### src/rtl/control_fsm_p_pkg.sv
// Shared definitions for the control_fsm_p CPU controller: state encoding,
// instruction opcodes, the wait-counter width and debug string helpers.
package control_fsm_p_pkg;

    // Wide enough for LOAD_WAIT in 0..15.
    localparam int WAIT_W = 4;

    typedef enum logic [3:0] {
        ST_INIT   = 4'd0,
        ST_FETCH  = 4'd1,
        ST_DECODE = 4'd2,
        ST_NOOP   = 4'd3,
        ST_STORE  = 4'd4,
        ST_LOAD_A = 4'd5,
        ST_LOAD_B = 4'd6,
        ST_ADD    = 4'd7,
        ST_SUB    = 4'd8,
        ST_HALT   = 4'd9,
        ST_JPZ    = 4'd10,
        ST_TRAP   = 4'd11
    } state_t;

    typedef enum logic [3:0] {
        _noop  = 4'd0,
        _store = 4'd1,
        _load  = 4'd2,
        _add   = 4'd3,
        _sub   = 4'd4,
        _halt  = 4'd5,
        _jpz   = 4'd6
    } inst_t;

    localparam logic [2:0] ALU_ADD = 3'd1;
    localparam logic [2:0] ALU_SUB = 3'd2;

    function automatic string state_to_string(input state_t s);
        case (s)
            ST_INIT:   return "Init";
            ST_FETCH:  return "Fetch";
            ST_DECODE: return "Decode";
            ST_NOOP:   return "Noop";
            ST_STORE:  return "Store";
            ST_LOAD_A: return "Load_A";
            ST_LOAD_B: return "Load_B";
            ST_ADD:    return "Add";
            ST_SUB:    return "Sub";
            ST_HALT:   return "Halt";
            ST_JPZ:    return "Jpz";
            ST_TRAP:   return "Trap";
            default:   return "Unknown";
        endcase
    endfunction

    function automatic string inst_to_string(input inst_t i);
        case (i)
            _noop:   return "noop";
            _store:  return "store";
            _load:   return "load";
            _add:    return "add";
            _sub:    return "sub";
            _halt:   return "halt";
            _jpz:    return "jpz";
            default: return "undef";
        endcase
    endfunction

endpackage

### src/rtl/control_fsm_p_wait_counter.sv
// Loadable down-counter with zero flag. Saturates at zero so a stray
// decrement never wraps into a long wait.
module control_fsm_p_wait_counter #(
    parameter int W = 4
) (
    input  logic         Clk,
    input  logic         Reset,
    input  logic         i_load,
    input  logic [W-1:0] i_val,
    input  logic         i_dec,
    output logic         o_zero
);

    logic [W-1:0] r_cnt;

    // Load takes priority over decrement; synchronous clear on Reset.
    always_ff @(posedge Clk) begin
        if (Reset)
            r_cnt <= '0;
        else if (i_load)
            r_cnt <= i_val;
        else if (i_dec && (r_cnt != '0))
            r_cnt <= r_cnt - W'(1);
    end

    assign o_zero = (r_cnt == '0);

endmodule

### src/rtl/control_fsm_p.sv
// CPU control state machine: decodes IR and drives the datapath controls.
// Optional macro CONTROL_FSM_ILLEGAL_TRAP_EN: undefined opcodes enter a
// Trap state (Illegal=1) that only Reset leaves; otherwise they act as Noop.
//
// state   | meaning
// Init    | clear PC
// Fetch   | increment PC, load IR
// Decode  | opcode dispatch
// Noop    | no operation
// Store   | write reg A to mem[{B,C}]
// Load_A  | address mem[{A,B}], hold LOAD_WAIT+1 cycles
// Load_B  | write read data into reg C
// Add/Sub | C <= A op B
// Jpz     | relative jump by {B,C} when reg A is zero
// Halt    | idle until Resume
// Trap    | illegal opcode, idle until Reset (macro only)
module control_fsm_p
    import control_fsm_p_pkg::*;
#(
    parameter  int RA_W      = 4,
    parameter  int OP_W      = 4,
    parameter  int ALU_W     = 3,
    parameter  int LOAD_WAIT = 0,
    localparam int IW        = OP_W + 3*RA_W,
    localparam int DA_W      = 2*RA_W
) (
    input  logic            Clk,
    input  logic            Reset,
    input  logic [IW-1:0]   IR,
    input  logic            Ra_zero,
    input  logic            Resume,
    output logic            D_wr,
    output logic            RF_s,
    output logic            RF_W_en,
    output logic            PC_clr,
    output logic            IR_ld,
    output logic            PC_up,
    output logic            PC_ld,
    output logic [DA_W-1:0] PC_off,
    output logic [DA_W-1:0] D_addr,
    output logic [RA_W-1:0] RF_W_addr,
    output logic [RA_W-1:0] RF_Ra_addr,
    output logic [RA_W-1:0] RF_Rb_addr,
    output logic [ALU_W-1:0] Alu_s0,
    output logic            Illegal,
    output state_t          CurrentState,
    output state_t          NextState
);

    state_t          r_state;
    state_t          w_next;
    logic [OP_W-1:0] w_op;
    logic [RA_W-1:0] w_a, w_b, w_c;
    logic            w_wait_zero;
    logic            w_wait_load;
    logic            w_wait_dec;

    assign w_op = IR[IW-1 -: OP_W];
    assign w_a  = IR[3*RA_W-1 : 2*RA_W];
    assign w_b  = IR[2*RA_W-1 : RA_W];
    assign w_c  = IR[RA_W-1 : 0];

    // Counter is armed on the Decode->Load_A transition and runs down in Load_A.
    assign w_wait_load = (r_state == ST_DECODE) && (w_next == ST_LOAD_A);
    assign w_wait_dec  = (r_state == ST_LOAD_A);

    control_fsm_p_wait_counter #(.W(WAIT_W)) u_wait (
        .Clk    (Clk),
        .Reset  (Reset),
        .i_load (w_wait_load),
        .i_val  (WAIT_W'(LOAD_WAIT)),
        .i_dec  (w_wait_dec),
        .o_zero (w_wait_zero)
    );

    // State register with synchronous reset; Reset overrides Resume.
    always_ff @(posedge Clk) begin
        if (Reset)
            r_state <= ST_INIT;
        else
            r_state <= w_next;
    end

    // Next-state decode and combinational datapath controls.
    always_comb begin
        w_next     = ST_INIT;
        D_wr       = 1'b0;
        RF_s       = 1'b0;
        RF_W_en    = 1'b0;
        PC_clr     = 1'b0;
        IR_ld      = 1'b0;
        PC_up      = 1'b0;
        PC_ld      = 1'b0;
        PC_off     = '0;
        D_addr     = '0;
        RF_W_addr  = '0;
        RF_Ra_addr = '0;
        RF_Rb_addr = '0;
        Alu_s0     = '0;
        Illegal    = 1'b0;
        case (r_state)
            ST_INIT: begin
                PC_clr = 1'b1;
                w_next = ST_FETCH;
            end
            ST_FETCH: begin
                PC_up  = 1'b1;
                IR_ld  = 1'b1;
                w_next = ST_DECODE;
            end
            ST_DECODE: begin
                case (w_op)
                    OP_W'(_noop):  w_next = ST_NOOP;
                    OP_W'(_store): w_next = ST_STORE;
                    OP_W'(_load):  w_next = ST_LOAD_A;
                    OP_W'(_add):   w_next = ST_ADD;
                    OP_W'(_sub):   w_next = ST_SUB;
                    OP_W'(_halt):  w_next = ST_HALT;
                    OP_W'(_jpz):   w_next = ST_JPZ;
`ifdef CONTROL_FSM_ILLEGAL_TRAP_EN
                    default:       w_next = ST_TRAP;
`else
                    default:       w_next = ST_NOOP;
`endif
                endcase
            end
            ST_NOOP: w_next = ST_FETCH;
            ST_STORE: begin
                D_addr     = {w_b, w_c};
                D_wr       = 1'b1;
                RF_Ra_addr = w_a;
                w_next     = ST_FETCH;
            end
            ST_LOAD_A: begin
                D_addr    = {w_a, w_b};
                RF_s      = 1'b1;
                RF_W_addr = w_c;
                w_next    = w_wait_zero ? ST_LOAD_B : ST_LOAD_A;
            end
            ST_LOAD_B: begin
                D_addr    = {w_a, w_b};
                RF_s      = 1'b1;
                RF_W_addr = w_c;
                RF_W_en   = 1'b1;
                w_next    = ST_FETCH;
            end
            ST_ADD, ST_SUB: begin
                RF_Ra_addr = w_a;
                RF_Rb_addr = w_b;
                RF_W_addr  = w_c;
                RF_W_en    = 1'b1;
                Alu_s0     = (r_state == ST_ADD) ? ALU_W'(ALU_ADD) : ALU_W'(ALU_SUB);
                w_next     = ST_FETCH;
            end
            ST_JPZ: begin
                RF_Ra_addr = w_a;
                if (Ra_zero) begin
                    PC_ld  = 1'b1;
                    PC_off = {w_b, w_c};
                end
                w_next = ST_FETCH;
            end
            ST_HALT: w_next = Resume ? ST_FETCH : ST_HALT;
`ifdef CONTROL_FSM_ILLEGAL_TRAP_EN
            ST_TRAP: begin
                Illegal = 1'b1;
                w_next  = ST_TRAP;
            end
`endif
            default: w_next = ST_INIT;
        endcase
    end

    assign CurrentState = r_state;
    assign NextState    = w_next;

endmodule

### config.mk
export PLATFORM = sky130hd
export DESIGN_NAME = control_fsm_p
export DESIGN_NICKNAME = d
export VERILOG_FILES = /design/src/rtl/control_fsm_p_pkg.sv /design/src/rtl/control_fsm_p_wait_counter.sv /design/src/rtl/control_fsm_p.sv
export SDC_FILE = /design/constraint.sdc
export NUM_CORES = 1
export LEC_CHECK = 0
export ABC_AREA = 1
export CORE_MARGIN = 2
export CORE_UTILIZATION = 35
export DETAILED_ROUTE_END_ITERATION = 12
export GPL_TIMING_DRIVEN = 0
export PLACE_DENSITY = 0.81
export SLEW_MARGIN = 20
export SYNTH_ARGS = -nofsm -noshare
export SYNTH_HDL_FRONTEND = slang
export SYNTH_HIERARCHICAL = 1
export SYNTH_SLANG_ARGS = --single-unit
export TNS_END_PERCENT = 30
### constraint.sdc
create_clock -name Clk -period 2.27 [get_ports Clk]
set_input_delay 0.454 -clock Clk [delete_from_list [all_inputs] [get_ports Clk]]
set_output_delay 0.454 -clock Clk [all_outputs]
set_load 0.01 [all_outputs]
# Word-level counts from Yosys, hierarchy flattened
# Cells that the tools add are included.
[classes] n_eq_ne=17 addsub=1 muxes=19 n_reduce_logical=12
[op_table] op="== test 4 x 3 -> 1 bit, second input constant" count=8
[op_table] op="case mux 4 bit (6 select lines)" count=1
[op_table] op="case mux 4 bit (5 select lines)" count=1
[op_table] op="== test 4 x 2 -> 1 bit, second input constant" count=4
[op_table] op="2-to-1 mux 4 bit" count=4
[op_table] op="2-to-1 mux 8 bit" count=2
[op_table] op="case mux 8 bit (2 select lines)" count=1
[op_table] op="== test 4 bit, second input constant" count=3
[op_table] op="== test 4 x 1 -> 1 bit, second input constant" count=2
[op_table] op="zero test 4 bit" count=2
[op_table] op="OR reduction 4 bit" count=2
[op_table] op="2-to-1 mux 1 bit" count=7
[op_table] op="OR reduction 7 bit" count=1
[op_table] op="2-to-1 mux 2 bit" count=3
[op_table] op="OR reduction 2 bit" count=3
[op_table] op="nonzero test 4 bit" count=1
[op_table] op="subtractor 4 x 1 -> 4 bit, second input constant" count=1
[op_table] op="OR reduction 3 bit" count=1
[op_table] op="logical AND 1 bit" count=2
[word_totals] wordCells=51 out_inout_bits=47 ff_bits=8 input_bits=20

# Longest topological paths before layout
# Gate-level depths: netlist of run 1.
[logic_depth] word_depth=6 ltp_mapped=15 depth_no_buf=15

# By module
# Netlist of run 1, hierarchy kept.
[by_module_without_submodules] mod="control_fsm_p" seq_area_each_um2=80.1 cells_each=126 n_inst=1 area_each_um2=666.9
[by_module_without_submodules] mod="control_fsm_p_wait_counter" seq_area_each_um2=80.1 cells_each=41 n_inst=1 area_each_um2=274.0

# Worst setup path after synthesis of run 1
# No wires, ideal clock.
[synth_path] kind="register to register" startpoint="register u_wait.r_cnt[0]" endpoint="register u_wait.r_cnt[3]" required_time_ns=2.155 stages_incl_launch_ff=12 path_slack_ns=0.484 synth_period_minus_slack_ns=1.786 setup_ns=0.115 n_path_buf=0 arrival_time_ns=1.671 path_cell_list="dfxtp_1 -> inv_1 -> ha_1 -> nand3_2 -> inv_1 -> o211ai_1 -> nand3_1 -> nor2_1 -> inv_2 -> or2_0 -> nand3_1 -> a21oi_2"
[synth_via] elab_chain_cells=6 word_cells_on_any_way=9 cone_classes="add/sub (1); eq/ne (1); mux (2); reduce/logical (5)"
[synth_lines] element="start: declaration" line_no="control_fsm_p_wait_counter.sv:14" rtl="logic [W-1:0] r_cnt;"
[synth_lines] element="start signal: assignment" line_no="control_fsm_p_wait_counter.sv:21" rtl="r_cnt <= i_val;"
[synth_lines] element="start signal: assignment" line_no="control_fsm_p_wait_counter.sv:23" rtl="r_cnt <= r_cnt - W'(1);"
[synth_lines] element="zero test 4 bit" line_no="control_fsm_p_wait_counter.sv:26" rtl="assign o_zero = (r_cnt == '0);"
[synth_lines] element="via w_wait_zero" line_no="control_fsm_p.sv:54" rtl="logic w_wait_zero;"
[synth_lines] element="2-to-1 mux 2 bit" line_no="control_fsm_p.sv:138" rtl="w_next = w_wait_zero ? ST_LOAD_B : ST_LOAD_A;"
[synth_lines] element="case mux 4 bit (5 select lines)" line_no="control_fsm_p.sv:101" rtl="case (r_state)"
[synth_lines] element="== test 4 x 3 -> 1 bit" line_no="control_fsm_p.sv:64" rtl="assign w_wait_load = (r_state == ST_DECODE) && (w_next == ST_LOAD_A);"
[synth_lines] element="logical AND 1 bit" line_no="control_fsm_p.sv:64"
[synth_lines] element="via w_wait_load" line_no="control_fsm_p.sv:55" rtl="logic w_wait_load;"
[synth_lines] element="OR reduction 2 bit (no line)"
# The timed path passes the listed nets, and every way through them passes these cells.
# A chain may end at the register's enable or synchronous reset.

# Worst setup path after layout of run 1
[layout_path] startpoint="register r_state[3], in the netlist CurrentState[3]" endpoint="output RF_Ra_addr[3]"
[layout_via] elab_chain_cells=3 word_cells_on_any_way=6 cone_classes="eq/ne (4); mux (1); reduce/logical (1)"
[layout_lines] element="start: declaration" line_no="control_fsm_p.sv:50" rtl="state_t r_state;"
[layout_lines] element="start signal: assignment" line_no="control_fsm_p.sv:81" rtl="r_state <= w_next;"
[layout_lines] element="== test 4 x 3 -> 1 bit or == test 4 bit (tied branches)" line_no="control_fsm_p.sv:101"
[layout_lines] element="OR reduction 4 bit (no line) *"
[layout_lines] element="2-to-1 mux 4 bit *" line_no="control_fsm_p.sv:101"
[layout_lines] element="end: declaration" line_no="control_fsm_p.sv:42" rtl="output logic [RA_W-1:0] RF_Ra_addr,"
# Every way passes the cells marked *; elsewhere a longest branch is shown, timed or not.

==> results of run 1 <==
[layout by cell type, fill, tap and decap left out, types with 4 or more instances in the layout]
master           Yosys  routed
a21oi_1              6       5
clkdlybuf4s50_1      0      33
conb_1               1       6
dfxtp_1              8       4
dlygate4sd2_1        0      15
dlymetal6s2s_1       0      16
inv_1               32      32
inv_2                9       9
nand2_1             22      22
nand2_4              3       4
nand3_1              8       8
nor2_1              40      39
nor2_4               2       5
o21ai_0              5       5
o22ai_1              9       9
[path summary, 6_finish.rpt]
| path | cells after the start | start | endpoint |
|---|---|---|---|
| worst max-delay path | 7 | CurrentState[3] | RF_Ra_addr[3] |
| worst max register to register | 11 | u_wait/r_cnt[0] | u_wait/r_cnt[3] |
| worst min-delay path | 2 | u_wait/r_cnt[3] | u_wait/r_cnt[3] |
| worst min register to register | 2 | u_wait/r_cnt[3] | u_wait/r_cnt[3] |
[critical path, delay by kind of cell, from the launching register on]
| family | cells | cell delay, ps |
|---|---|---|
| AOI/OAI and AO/OA | 1 | 110 |
| DFF | 1 | 360 |
| and+or+nand+nor | 4 | 430 |
| buffers and inverters | 2 | 620 |
[through the flow]
stage           power, W  hold slack, ps  util [%]  cells
2_1_floorplan  0.0002927           462.2         -    172
3_3_place_gp   0.0004192           485.4     64.93    266
3_5_place_dp   0.0004211           482.0     64.93    266
4_1_cts        0.0005271           492.6     65.82    269
5_1_grt        0.0005655           519.8     68.75    269
6_report       0.0005301           494.3     68.75    269
[what timing repair did]
action,CTS,global route
setup endpoints to repair,36,25
pin swaps,1,0
resized for setup,23,23
setup buffers,0,0
cloned,0,0
[sequential cells by signal, summed over array words and instances (netlist names)]
signal / count
CurrentState: 4
u_wait/r_cnt: 4
[cell type report]
type	instances	area [sq um]	share of cell area (%)
multi-input combinational	119	660.6	38.10
tap	30	37.54	2.165
sequential	8	170.2	9.812
buffer	3	22.52	1.299
inverter	42	158.9	9.163
clock buffer	3	22.52	1.299
timing repair buffer	64	661.9	38.17
[routing by layer]
metal | share of wire (%) | track usage [%] | vias up
met2 | 48 | 31.29 | 46
li1 | - | - | 645
met5 | 0 | 0 | -
met1 | 43 | 22.11 | 517
met3 | 8.0 | 3.488 | 4
met4 | 0.86 | 6.122 | 0
[cells by family after synthesis]
family	share of synthesized area, %
simple gates	45.61
buf+inv	19.28
compound gates	15.43
flops	17.02
xor+xnor	0.9310
fa+ha+maj	1.330
other cells	0.3986
[power groups by stage]
| stage | Sequential, W | Clock [W] | Combinational (W) |
|---|---|---|---|
| after floorplan | 0.000166 | 0 | 0.000127 |
| after global placement | 0.000165 | 0 | 0.000254 |
| after detailed placement | 0.000165 | 0 | 0.000256 |
| after CTS | 0.000164 | 0.000114 | 0.000250 |
| after global routing | 0.000168 | 0.000118 | 0.000279 |
| final | 0.000167 | 0.000109 | 0.000254 |
==> flow_metrics.env, run 1 <==
export IMPL_clock_sinks=8
export IMPL_synth_edf_count=0
export IMPL_gp_congestion=0.8042
export IMPL_status="complete, no violations"
export IMPL_diodes=0
export IMPL_antenna_found_initial=0
export IMPL_postLayoutCellArea_sq_um=1734
export IMPL_yosysWarnings=6
export IMPL_grt_max_degree=10
export IMPL_cts_inserted_buffers=3
export IMPL_layout_min_cycle_time_ps=2232
export IMPL_io_buffer_count=64
export IMPL_viasPerCell=4.506
export IMPL_fmax_ghz=0.4480
export IMPL_nFillCells=227
export IMPL_p_int_w=0.0003338
export IMPL_dpl_instance_area_sq_um=1638
export IMPL_ys_flop_type="dfxtp_1"
export IMPL_ys_ff_latch=8
export IMPL_ctsRootBufferMaster="clkbuf_4"
export IMPL_regToRegSetupSlack_ps=320
export IMPL_rsz0062_at_grt="yes"
export IMPL_start_util_pct=37.30
export IMPL_yosysMostFrequentCell="nor2_1"
export IMPL_drv_cap=0
export IMPL_seq_area_frac_synth_pct=17.02
export IMPL_die_x_um=55.85
export IMPL_critPathCaptureType="output pin"
export IMPL_die_area_sq_um=3119
export IMPL_drive_gt1_share_pct=17.57
export IMPL_netlist_area_sq_um=940.9
export IMPL_die_h_um=55.85
export IMPL_grt_pass1_wl_um=4581
export IMPL_cts_hold_buf=0
export IMPL_pwr_share_seq_pct=31.5
export IMPL_cts_tree="built"
export IMPL_synthTopCellsByCount="40 x nor2_1, 32 x inv_1, 22 x nand2_1, 9 x inv_2, 9 x o22ai_1"
export IMPL_finalMaxSlewViolations=0
export IMPL_synth_top_cell_by_area="dfxtp_1"
export IMPL_final_nets=262
export IMPL_p_switching_w=0.0001962
export IMPL_finalHoldViolCount=0
export IMPL_crit_chain="inv_2 -> nor2_2 -> nand2_1 -> o21ai_4 -> nor3_2 -> nor2_1 -> clkdlybuf4s50_1"
export IMPL_period_share_pct=98.33
export IMPL_cp_slowest_stage_delay_ps=550
export IMPL_setup_tns_final_ps=0
export IMPL_syn_mean_instance_area_sq_um=5.634
export IMPL_wl_per_cell_um=10.85
export IMPL_coreArea_sq_um=2522
export IMPL_cp_arrival_ps=1780
export IMPL_grt_pass1_vias=1021
export IMPL_ir_drop_v=0.0003056
export IMPL_fin_ws_ps=37.87
export IMPL_htree_levels=1
export IMPL_critical_path_class="flop to output pin"
export IMPL_clock_skew_ps=2.209
export IMPL_grt_usage_pct=18.00
export IMPL_static_leakage_power_nw=1.162
export IMPL_async_reset_ff_share_pct=0
export IMPL_dpl_hpwl_um=2399
export IMPL_critPathSlowestCell="clkdlybuf4s50_1"
export IMPL_cts_clk_slew_worst_paths_ps=50
export IMPL_setup_violations=0
export IMPL_netlist_top_cells_area="dfxtp_1 17%, nor2_1 16%, inv_1 13%"
export IMPL_clkPwrFrac_pct=20.6
export IMPL_wirelength_um=2919
export IMPL_areaGrowthSynthToFinish_pct=84.31
export IMPL_insertion_delay_ps=250
export IMPL_pre_cts_slack_ps=-159.8
export IMPL_pwr_share_comb_pct=47.9
export IMPL_start_kind="flop"
export IMPL_crit_fanout=5
export IMPL_worstPathRequired_ps=1820
export IMPL_num_vias=1212
export IMPL_drt_initial_drc_count=30
export IMPL_io_pin_count=67
export IMPL_yosysTopAreaCellShare_pct=17.02
export IMPL_clockBufferDepth=2
export IMPL_netlist_instances=167
export IMPL_switching_share_pct=37.02
export IMPL_ant_nets=0
export IMPL_drc_errors=0
export IMPL_drt_pass1_iter_count=4
export IMPL_hold_class="flop to flop"
export IMPL_power_density_nw_per_um2=305.7
export IMPL_ys_types=26
export IMPL_core_rowCount=18
export IMPL_grt_overflow=0
Power figures use the tool's default switching activity.
==> run 2, diff against run 1 <==
- GPL_TIMING_DRIVEN: 0 -> 1
- SLEW_MARGIN: 20 -> not set
==> flow_metrics.env, run 2 (synthesis results as in run 1) <==
export IMPL_areaGrowthSynthToFinish_pct=90.82
export IMPL_fmax_ghz=0.4424
export IMPL_drc_errors=0
export IMPL_gp_congestion=0.8962
export IMPL_static_leakage_power_nw=1.302
export IMPL_cp_top_family="buffers and inverters"
export IMPL_switching_share_pct=36.78
export IMPL_worstPathRequired_ps=1820
export IMPL_hp_start="u_wait/r_cnt[3]"
export IMPL_clock_sinks=8
export IMPL_p_int_w=0.0003447
export IMPL_r2r_end="u_wait/r_cnt[3]"
export IMPL_start_util_pct=37.30
export IMPL_min_to="u_wait/r_cnt[3]"
export IMPL_num_vias=1280
export IMPL_cts_tree="built"
export IMPL_critical_path_class="input pin to output pin"
export IMPL_viasPerCell=4.723
export IMPL_dpl_hpwl_um=2474
export IMPL_postLayoutCellArea_sq_um=1795
export IMPL_power_density_nw_per_um2=303.7
export IMPL_crit_buf_inv=2
export IMPL_io_buffer_count=64
export IMPL_finalHoldWorstSlack_ps=501.0
export IMPL_crit_top_cell="clkdlybuf4s50_1"
export IMPL_pre_cts_slack_ps=-131.2
export IMPL_drv_cap=0
export IMPL_clkPwrFrac_pct=19.6
export IMPL_fin_ws_ps=9.595
export IMPL_drive_gt1_share_pct=18.26
export IMPL_drt_initial_drc_count=35
export IMPL_layout_min_cycle_time_ps=2260
export IMPL_wl_per_cell_um=11.71
export IMPL_nFillCells=223
export IMPL_finalHoldViolCount=0
export IMPL_rsz0062_at_grt="yes"
export IMPL_die_x_um=55.85
export IMPL_cp_arrival_ps=1810
export IMPL_period_share_pct=99.58
export IMPL_ctsRootBufferMaster="clkbuf_4"
export IMPL_dpl_instance_area_sq_um=1645
export IMPL_grt_max_degree=10
export IMPL_cts_hold_buf=0
export IMPL_htree_levels=1
export IMPL_antenna_found_initial=0
export IMPL_pwr_share_comb_pct=50.0
export IMPL_crit_fanout=3
export IMPL_core_rowCount=18
export IMPL_holdPathStages=2
export IMPL_status="complete, no violations"
export IMPL_pwr_share_seq_pct=30.4
export IMPL_ir_drop_v=0.0004496
export IMPL_regToRegSetupSlack_ps=160
export IMPL_layout_common_cells="39 x nor2_1, 32 x inv_1, 32 x clkdlybuf4s50_1, 26 x dlymetal6s2s_1, 22 x nand2_1"
export IMPL_grt_overflow=0
export IMPL_final_nets=264
export IMPL_p_switching_w=0.0002006
export IMPL_layout_commonest_cell="nor2_1"
export IMPL_critPathCaptureType="output pin"
export IMPL_rr_worst_depth=12
export IMPL_start_kind="input pin"
export IMPL_clockBufferDepth=2
export IMPL_die_h_um=55.85
export IMPL_rr_startpoint="u_wait/r_cnt[0]"
export IMPL_cp_slowest_stage_delay_ps=530
export IMPL_die_area_sq_um=3119
export IMPL_crit_chain="clkdlybuf4s50_1 -> a21oi_2 -> nand3_1 -> nand2_1 -> clkdlybuf4s50_1"
export IMPL_io_pin_count=67
export IMPL_wirelength_um=3174
export IMPL_cts_clk_slew_worst_paths_ps=50
export IMPL_clock_skew_ps=2.648
export IMPL_cts_inserted_buffers=3
export IMPL_diodes=0
export IMPL_grt_pass1_vias=1116
export IMPL_critPathSlowestCell="clkdlybuf4s50_1"
export IMPL_final_util_pct=71.18
export IMPL_ant_nets=0
export IMPL_finalMaxSlewViolations=0
export IMPL_coreArea_sq_um=2522
export IMPL_insertion_delay_ps=250
export IMPL_setup_violations=0
export IMPL_hold_class="flop to flop"
export IMPL_grt_usage_pct=20.01
export IMPL_drt_pass1_iter_count=4
export IMPL_grt_pass1_wl_um=5106
-- run 2: changes by cell type in the layout (fill, tap and decap cells not counted) --
cell,previous run,this run
dlymetal6s2s_1,16,26
ha_4,0,1
dlygate4sd2_1,15,6
ha_2,1,0
clkdlybuf4s50_1,33,32
buf_4,3,5
-- run 2: stage by stage --
stage,TNS (ps),power (W),instances
final,0,0.0005453,271
after detailed placement,-379.0,0.0004315,267
after global placement,-306.7,0.0004275,267
after global routing,-284.3,0.0005824,271
after floorplan,0,0.0002927,172
after CTS,-16.13,0.0005462,271
-- run 2: layout make-up --
cell class	instances	area, sq um	share of cell area, %
timing repair buffer	69	735.7	40.98
multi-input combinational	119	670.6	37.35
sequential	8	170.2	9.477
inverter	42	158.9	8.850
tap	30	37.54	2.091
clock buffer	3	22.52	1.254
-- run 2: worst register-to-register path: stages, from the launching register on --
cell and delay, ps:
dfxtp_1 340, inv_1 100, ha_4 180, nand3_2 100, inv_1 60, o211ai_1 280
buf_4 180, nand3_1 70, nor2_1 210, inv_2 130, or2_0 220, nand3_1 100
a21oi_2 50
-- run 2: metal layers --
layer,GRT usage [%],share of wire (%),vias to the layer above
met5,0,0,-
met4,7.143,1.3,0
met3,3.488,8.4,4
met2,35.20,49,61
met1,24.33,41,563
li1,-,-,652
-- run 2: worst max path at each step --
| stage | from | to | slack (ps) | depth (start not counted) |
|---|---|---|---|---|
| after floorplan | u_wait/r_cnt[0] | u_wait/r_cnt[3] | 480 | 11 |
| after global placement | IR[12] | NextState[2] | -120 | 7 |
| after detailed placement | IR[14] | NextState[0] | -130 | 8 |
| after CTS | IR[12] | NextState[3] | -20 | 5 |
| after global routing | IR[15] | NextState[3] | -80 | 5 |
| final | IR[15] | NextState[3] | 10 | 5 |
-- run 2: power groups by stage --
stage	clock, W	combinational (W)	sequential (W)
floorplan	0	0.000127	0.000166
global placement	0	0.000262	0.000165
detailed placement	0	0.000266	0.000166
CTS	0.000113	0.000269	0.000164
global route	0.000117	0.000299	0.000167
finish	0.000107	0.000273	0.000166
-- run 2: repair_timing --
item | CTS | global route
setup buffers | 1 | 0
pin swaps | 1 | 2
setup endpoints to repair | 35 | 33
resized for setup | 15 | 33
